<file path="src/rtl/pipelined_adder.sv">
// pipelined_adder: WIDTH-bit add/sub, one SEG-bit segment resolved per stage.
// Ports: CLK/RST, A/B/CIN/SUB + IN_VALID/IN_READY in; SUM/COUT/OVF/ZERO + OUT_VALID/OUT_READY out.
module pipelined_adder #(
  parameter int WIDTH = 32,
  parameter int SEG   = 8
) (
  input  logic             CLK,
  input  logic             RST,
  input  logic [WIDTH-1:0] A,
  input  logic [WIDTH-1:0] B,
  input  logic             CIN,
  input  logic             SUB,
  input  logic             IN_VALID,
  output logic             IN_READY,
  output logic [WIDTH-1:0] SUM,
  output logic             COUT,
  output logic             OVF,
  output logic             ZERO,
  output logic             OUT_VALID,
  input  logic             OUT_READY
);

  localparam int NSTG = WIDTH / SEG;
  localparam int L    = NSTG - 1;

  if ((WIDTH % SEG) != 0) begin : g_bad_width
    $error("WIDTH must be a multiple of SEG");
  end

  // Slot k holds the operands and carry-in that stage k consumes,
  // plus the sum segments already resolved by stages 0..k-1.
  logic [NSTG-1:0]  vld_q, vld_d;
  logic [NSTG-1:0]  cin_q, cin_d;
  logic [WIDTH-1:0] opa_q [NSTG];
  logic [WIDTH-1:0] opa_d [NSTG];
  logic [WIDTH-1:0] opb_q [NSTG];
  logic [WIDTH-1:0] opb_d [NSTG];
  logic [WIDTH-1:0] part_q [NSTG];
  logic [WIDTH-1:0] part_d [NSTG];

  logic             out_vld_q, out_vld_d;
  logic [WIDTH-1:0] sum_q, sum_d;
  logic             cout_q, cout_d;
  logic             ovf_q, ovf_d;
  logic             zero_q, zero_d;

  logic             stall;
  logic [SEG:0]     seg_r [NSTG];

  always_comb begin
    for (int k = 0; k < NSTG; k++) begin
      seg_r[k] = {1'b0, opa_q[k][k*SEG +: SEG]}
               + {1'b0, opb_q[k][k*SEG +: SEG]}
               + {{SEG{1'b0}}, cin_q[k]};
    end
  end

  always_comb begin
    stall     = out_vld_q & ~OUT_READY;
    vld_d     = vld_q;
    cin_d     = cin_q;
    opa_d     = opa_q;
    opb_d     = opb_q;
    part_d    = part_q;
    out_vld_d = out_vld_q;
    sum_d     = sum_q;
    cout_d    = cout_q;
    ovf_d     = ovf_q;
    zero_d    = zero_q;
    if (!stall) begin
      vld_d[0]  = IN_VALID;
      part_d[0] = '0;
      if (IN_VALID) begin
        opa_d[0] = A;
        opb_d[0] = SUB ? ~B : B;
        cin_d[0] = SUB ^ CIN;
      end
      for (int k = 0; k < L; k++) begin
        vld_d[k+1] = vld_q[k];
        cin_d[k+1] = seg_r[k][SEG];
        opa_d[k+1] = opa_q[k];
        opb_d[k+1] = opb_q[k];
        part_d[k+1] = part_q[k];
        part_d[k+1][k*SEG +: SEG] = seg_r[k][SEG-1:0];
      end
      out_vld_d = vld_q[L];
      sum_d     = part_q[L];
      sum_d[L*SEG +: SEG] = seg_r[L][SEG-1:0];
      cout_d    = seg_r[L][SEG];
      // carry into the MSB is recovered from the MSB sum bit
      ovf_d     = seg_r[L][SEG]
                ^ opa_q[L][WIDTH-1]
                ^ opb_q[L][WIDTH-1]
                ^ seg_r[L][SEG-1];
      zero_d    = ~|sum_d;
    end
  end

  always_ff @(posedge CLK or posedge RST) begin
    if (RST) begin
      vld_q     <= '0;
      cin_q     <= '0;
      out_vld_q <= 1'b0;
      sum_q     <= '0;
      cout_q    <= 1'b0;
      ovf_q     <= 1'b0;
      zero_q    <= 1'b0;
      for (int k = 0; k < NSTG; k++) begin
        opa_q[k]  <= '0;
        opb_q[k]  <= '0;
        part_q[k] <= '0;
      end
    end else begin
      vld_q     <= vld_d;
      cin_q     <= cin_d;
      opa_q     <= opa_d;
      opb_q     <= opb_d;
      part_q    <= part_d;
      out_vld_q <= out_vld_d;
      sum_q     <= sum_d;
      cout_q    <= cout_d;
      ovf_q     <= ovf_d;
      zero_q    <= zero_d;
    end
  end

  assign IN_READY  = ~stall;
  assign OUT_VALID = out_vld_q;
  assign SUM       = sum_q;
  assign COUT      = cout_q;
  assign OVF       = ovf_q;
  assign ZERO      = zero_q;

endmodule
</file>
<file path="config.mk">
export PLATFORM = sky130hd
export DESIGN_NAME = pipelined_adder
export DESIGN_NICKNAME = d
export VERILOG_FILES = /design/src/rtl/pipelined_adder.sv
export SDC_FILE = /design/constraint.sdc
export NUM_CORES = 1
export LEC_CHECK = 0
export CORE_MARGIN = 2
export CORE_UTILIZATION = 30
export CTS_BUF_LIST = sky130_fd_sc_hd__clkbuf_8
export DETAILED_ROUTE_END_ITERATION = 6
export PLACE_DENSITY = 0.51
export SLEW_MARGIN = 20
export SYNTH_ARGS = -nofsm -noshare
export SYNTH_HDL_FRONTEND = slang
export SYNTH_SLANG_ARGS = --single-unit
</file>
<file path="constraint.sdc">
create_clock -name CLK -period 10.8 [get_ports CLK]
set_input_delay 1.08 -clock CLK [delete_from_list [all_inputs] [get_ports CLK]]
set_output_delay 1.08 -clock CLK [all_outputs]
set_load 0.1 [all_outputs]
</file>
* Word level (Yosys, flattened, before mapping) *
Cells that the tools add are included.

word-level totals
  bits in read-only memories = 0
  memory bits (writable) = 0
  register bits after elaboration = 348
  memories = 0
  output and inout port bits = 37
  bits in latches = 0

cells by class
  reductions and logical operators = 3
  bitwise logic cells = 8
  div/mod/pow operators = 0
  muxes and demuxes = 1
  shifts and indexed selects = 0
  $mul = 0
  equal/unequal tests = 0
  add/subtract/negate cells = 8
  $lt $le $gt $ge = 0

operators with widths
  kind                                    count
  8-bit by 8-bit adder with 9-bit output  4
  9-bit by 1-bit adder with 9-bit output  4
  32-bit 2-to-1 mux                       1
  32-bit inverter                         1
  32-bit OR reduction                     1
  1-bit XOR                               4
  1-bit inverter                          2
  2-bit AND reduction                     1
  1-bit AND                               1
  1-bit zero test                         1

* Longest topological paths before layout *
  depth in word-level cells = 5
  gate-level depth with buffers = 10
  mapped depth without buffers = 10

* Least setup slack after synthesis *
Ideal clock, no wire load.

  kind = input to output
  from = input OUT_READY
  to = output IN_READY
  stages on the path = 5
  arrival time = 2.560 ns
  slack = 7.160 ns
  buffers on the path = 3
  cells stage by stage = nor2b_1 > buf_2 > inv_2 > buf_2 > buf_1

on the way
  cells in the longest elaborated chain, start to end = 3

RTL lines
  item                             line  RTL
  start: declaration               20    input logic OUT_READY
  1-bit inverter                   59    stall = out_vld_q & ~OUT_READY;
  1-bit AND                        59
  1-bit inverter (no source line)  -
  end: declaration                 14    output logic IN_READY,

No other way between the ends.

* Final worst setup path *
Ends and elaborated chain as after synthesis.

==> reports/metrics.yaml <==
status: "complete, no violations"
post_cts_resized: 0
port_buffers: 106
die_w_microns: 194.8
synth_edf_count: 0
clockPowerShare: 0.195
p_sw_uw: 1838
yosysSeqAreaShare: 0.5772
reg2reg_depth: 7
synth.distinct_cells: 43
worstReg2RegEnd: "part_q[47]$_DFFE_PP0N_"
wl_per_cell_microns: 13.46
hold_end: "OUT_VALID$_DFFE_PP0N_"
grt_usage: 0.1267
async_flop_share: 1.000
initial_core_util: 0.3057
setup_ws_ns: 5.802
hpwl_microns: 15190
worst_slew_pin_slew_ns: 1.058
worst_hold_startpoint: "vld_q[3]$_DFFE_PP0N_"
antenna_found_initial: 1
synth-xor-area-share: 0.04157
slew_violations: 0
endpoint_kind: "output port"
timing.rr.start: "OUT_VALID$_DFFE_PP0N_"
crit_arrival_ns: 3.92
first_global_vias: 7625
rsz0062_at_grt: "false"
vias: 7492
cts_tree: "yes"
htreeDepth: 2
start_kind: "primary input"
cp.required_ns: 9.72
cts_hold_buf: 0
drt_wl_total_microns: 23280
synthTopCellsByArea: "dfrtp_1 (58%), nand2_1 (17%), xnor2_1 (3.7%)"
drv_cap: 0
synth_mux_area_frac: 0.03493
synth_area_sq_um: 10930
vdd_drop_max_mv: 0.1254
clock.fmax_ghz: 0.2001
critical_path_buf_inv_count: 4
critPathKind: "primary input to output port"
yosysWarnings: 0
post-synth-top-area-fraction: 0.5772
cts_buffers: 44
fin_skew_ns: 0.01373
root_buffer: "clkbuf_8"
comb_power_share: 0.432
pre_cts_ws_ns: 5.951
final_nets: 1347
synthAdderAreaFrac: 0.04672
antenna_left: 0
clock_sinks: 252
die_height_microns: 194.8
critPathTopFamily: "buffers and inverters"
fin_crit_ns: 4.998
syn_avg_cell_area_sq_um: 9.584
ys_ff_latch: 252
r2r_slack_ns: 7.87
clk_pin_slew_ns: 0.06
diodes: 0
first_pass_iters: 4
area_delta_synth_final_pct: 21.48
cp_cell_sequence: "clkdlybuf4s50_1, nor2b_4, buf_12, inv_6, clkdlybuf4s50_1"
remaining_drc_errors: 0
internal_power_uw: 2481
path_common_cell: "clkdlybuf4s50_1"
insertion_delay_ns: 0.53
p_per_area_nw_per_um2: 325.3
synth_compound_area_frac: 0.06425
finalSetupViolCount: 0
via_per_inst: 4.331
row_count: 69
worst_path_max_delay_cell: "clkdlybuf4s50_1"
yosysTopAreaCell: "dfrtp_1"
syn_nets: 1246
grt_pass1_wl_microns: 39450
grt_max_degree: 188
post_cts_buffers: 0
hold_violations: 0
cp_slowest_stage_delay_ns: 1.23
finalCritPeriodShare: 0.4627
dr.first_iter.drc_count: 489
cts_max_path_buffers: 3
whs_path_depth: 1
die-area_sq_um: 37960
seqPwrFrac: 0.373
synth_ff_type: "dfrtp_1"
top_level_ports: 107
switching_share: 0.4255
power_leakage_uw: 0.006369
yosys.area_share.simple: 0.2050
hold_path.class: "flop to flop"
drive_gt1_frac: 0.08511
grt_overflow: 0
path_max_fanout: 187
synth_top_family_by_area: "simple AND/OR/NAND/NOR gates"
finalSetupTns_ns: 0
coreArea_sq_um: 35740
slew_headroom: 0.2945
syn_inst: 1140
place.gp.congestion: 0.7388
[how the worst max path moves through the flow]
stage | startpoint | cells past startpoint | endpoint
CTS | OUT_READY | 5 | IN_READY
floorplan | RST | 1 | COUT$_DFFE_PP0N_
detailed placement | OUT_READY | 5 | IN_READY
global route | OUT_READY | 5 | IN_READY
global placement | OUT_READY | 5 | IN_READY
finish | OUT_READY | 5 | IN_READY
[metal layers]
| layer | vias to the layer above | wire (microns) | GRT usage |
|---|---|---|---|
| met5 | - | 13 | 0 |
| met4 | 2 | 532 | 0.03986 |
| met3 | 47 | 1207 | 0.03245 |
| met2 | 143 | 9463 | 0.1839 |
| met1 | 3443 | 12070 | 0.1844 |
| li1 | 3857 | - | - |
[through the flow]
step	util	instance area [sq um]	hold WS (ns)	std cells	total power (uW)
final	0.3714	13270	0.4562	1730	4318
after global routing	0.3714	13270	0.4848	1730	4680
after CTS	0.3711	13260	0.4556	1730	4391
after detailed placement	0.3469	12400	0.4502	1656	3524
after global placement	0.3469	12400	0.4459	1656	3488
after floorplan	-	10930	0.4300	1140	3041
[placed cells by master, fill, tap and decap left out, drive strengths merged, types with 3 or more instances in the layout]
cell,count
xnor2,47
mux2,33
a21o,6
clkbuf,58
a21oi,25
clkdlybuf4s50,105
a211o,3
o31ai,7
nor3b,4
nor2b,5
nand4,3
nand3b,6
fa,8
inv,38
nor2,28
nand2,502
ha,28
dfrtp,252
o21ai,53
o21a,4
o211ai,4
buf,6
xor2,4
clkinv,3
nor4,5
a21boi,4
o21bai,3
nor3,7
[cell usage after synthesis (all sizes together), types with 3 or more instances]
cell and count:
nor2b 5, o21ai 53, a211o 3, nor4 5, o31ai 7, o211ai 4
nand3b 6, fa 8, dfrtp 252, buf 25, nand4 3, clkbuf 31
nor3 7, nand2 502, a21oi 25, inv 25, nor2 28, ha 28
o21bai 3, a21boi 4, mux2 33, o21a 4, nor3b 4, xnor2 47
xor2 4, a21o 6
[logic make-up after synthesis]
logic type	after synthesis
XOR/XNOR	51
buffers and inverters	81
multiplexers	34
flip-flops	252
adder cells (fa/ha/maj)	36
AND/OR/NAND/NOR	568
AO/OA/AOI/OAI	118
[state kept, by name (all words and copies together), names as in the netlist, 4 cells and up]
name and count:
SUM 32, cin_q 4, opa_q 80, opb_q 80, part_q 48, vld_q 4
[layout make-up]
type / count / area (sq um)
fillers: 3734 / 22470
flip-flops and latches: 252 / 6306
multi-input cells: 807 / 4312
repair buffers: 111 / 1106
clock buffers: 58 / 798.3
well taps: 461 / 576.8
inverters: 25 / 106.4
clock inverters: 16 / 67.56
[power groups by stage]
stage	clock [uW]	sequential (uW)	combinational, uW
after floorplan	0	2030	1010
after global placement	0	1630	1860
after detailed placement	0	1640	1890
after CTS	877	1620	1890
after global routing	925	1670	2090
final	841	1610	1860
Note: power is estimated with default switching activity, not from simulation.
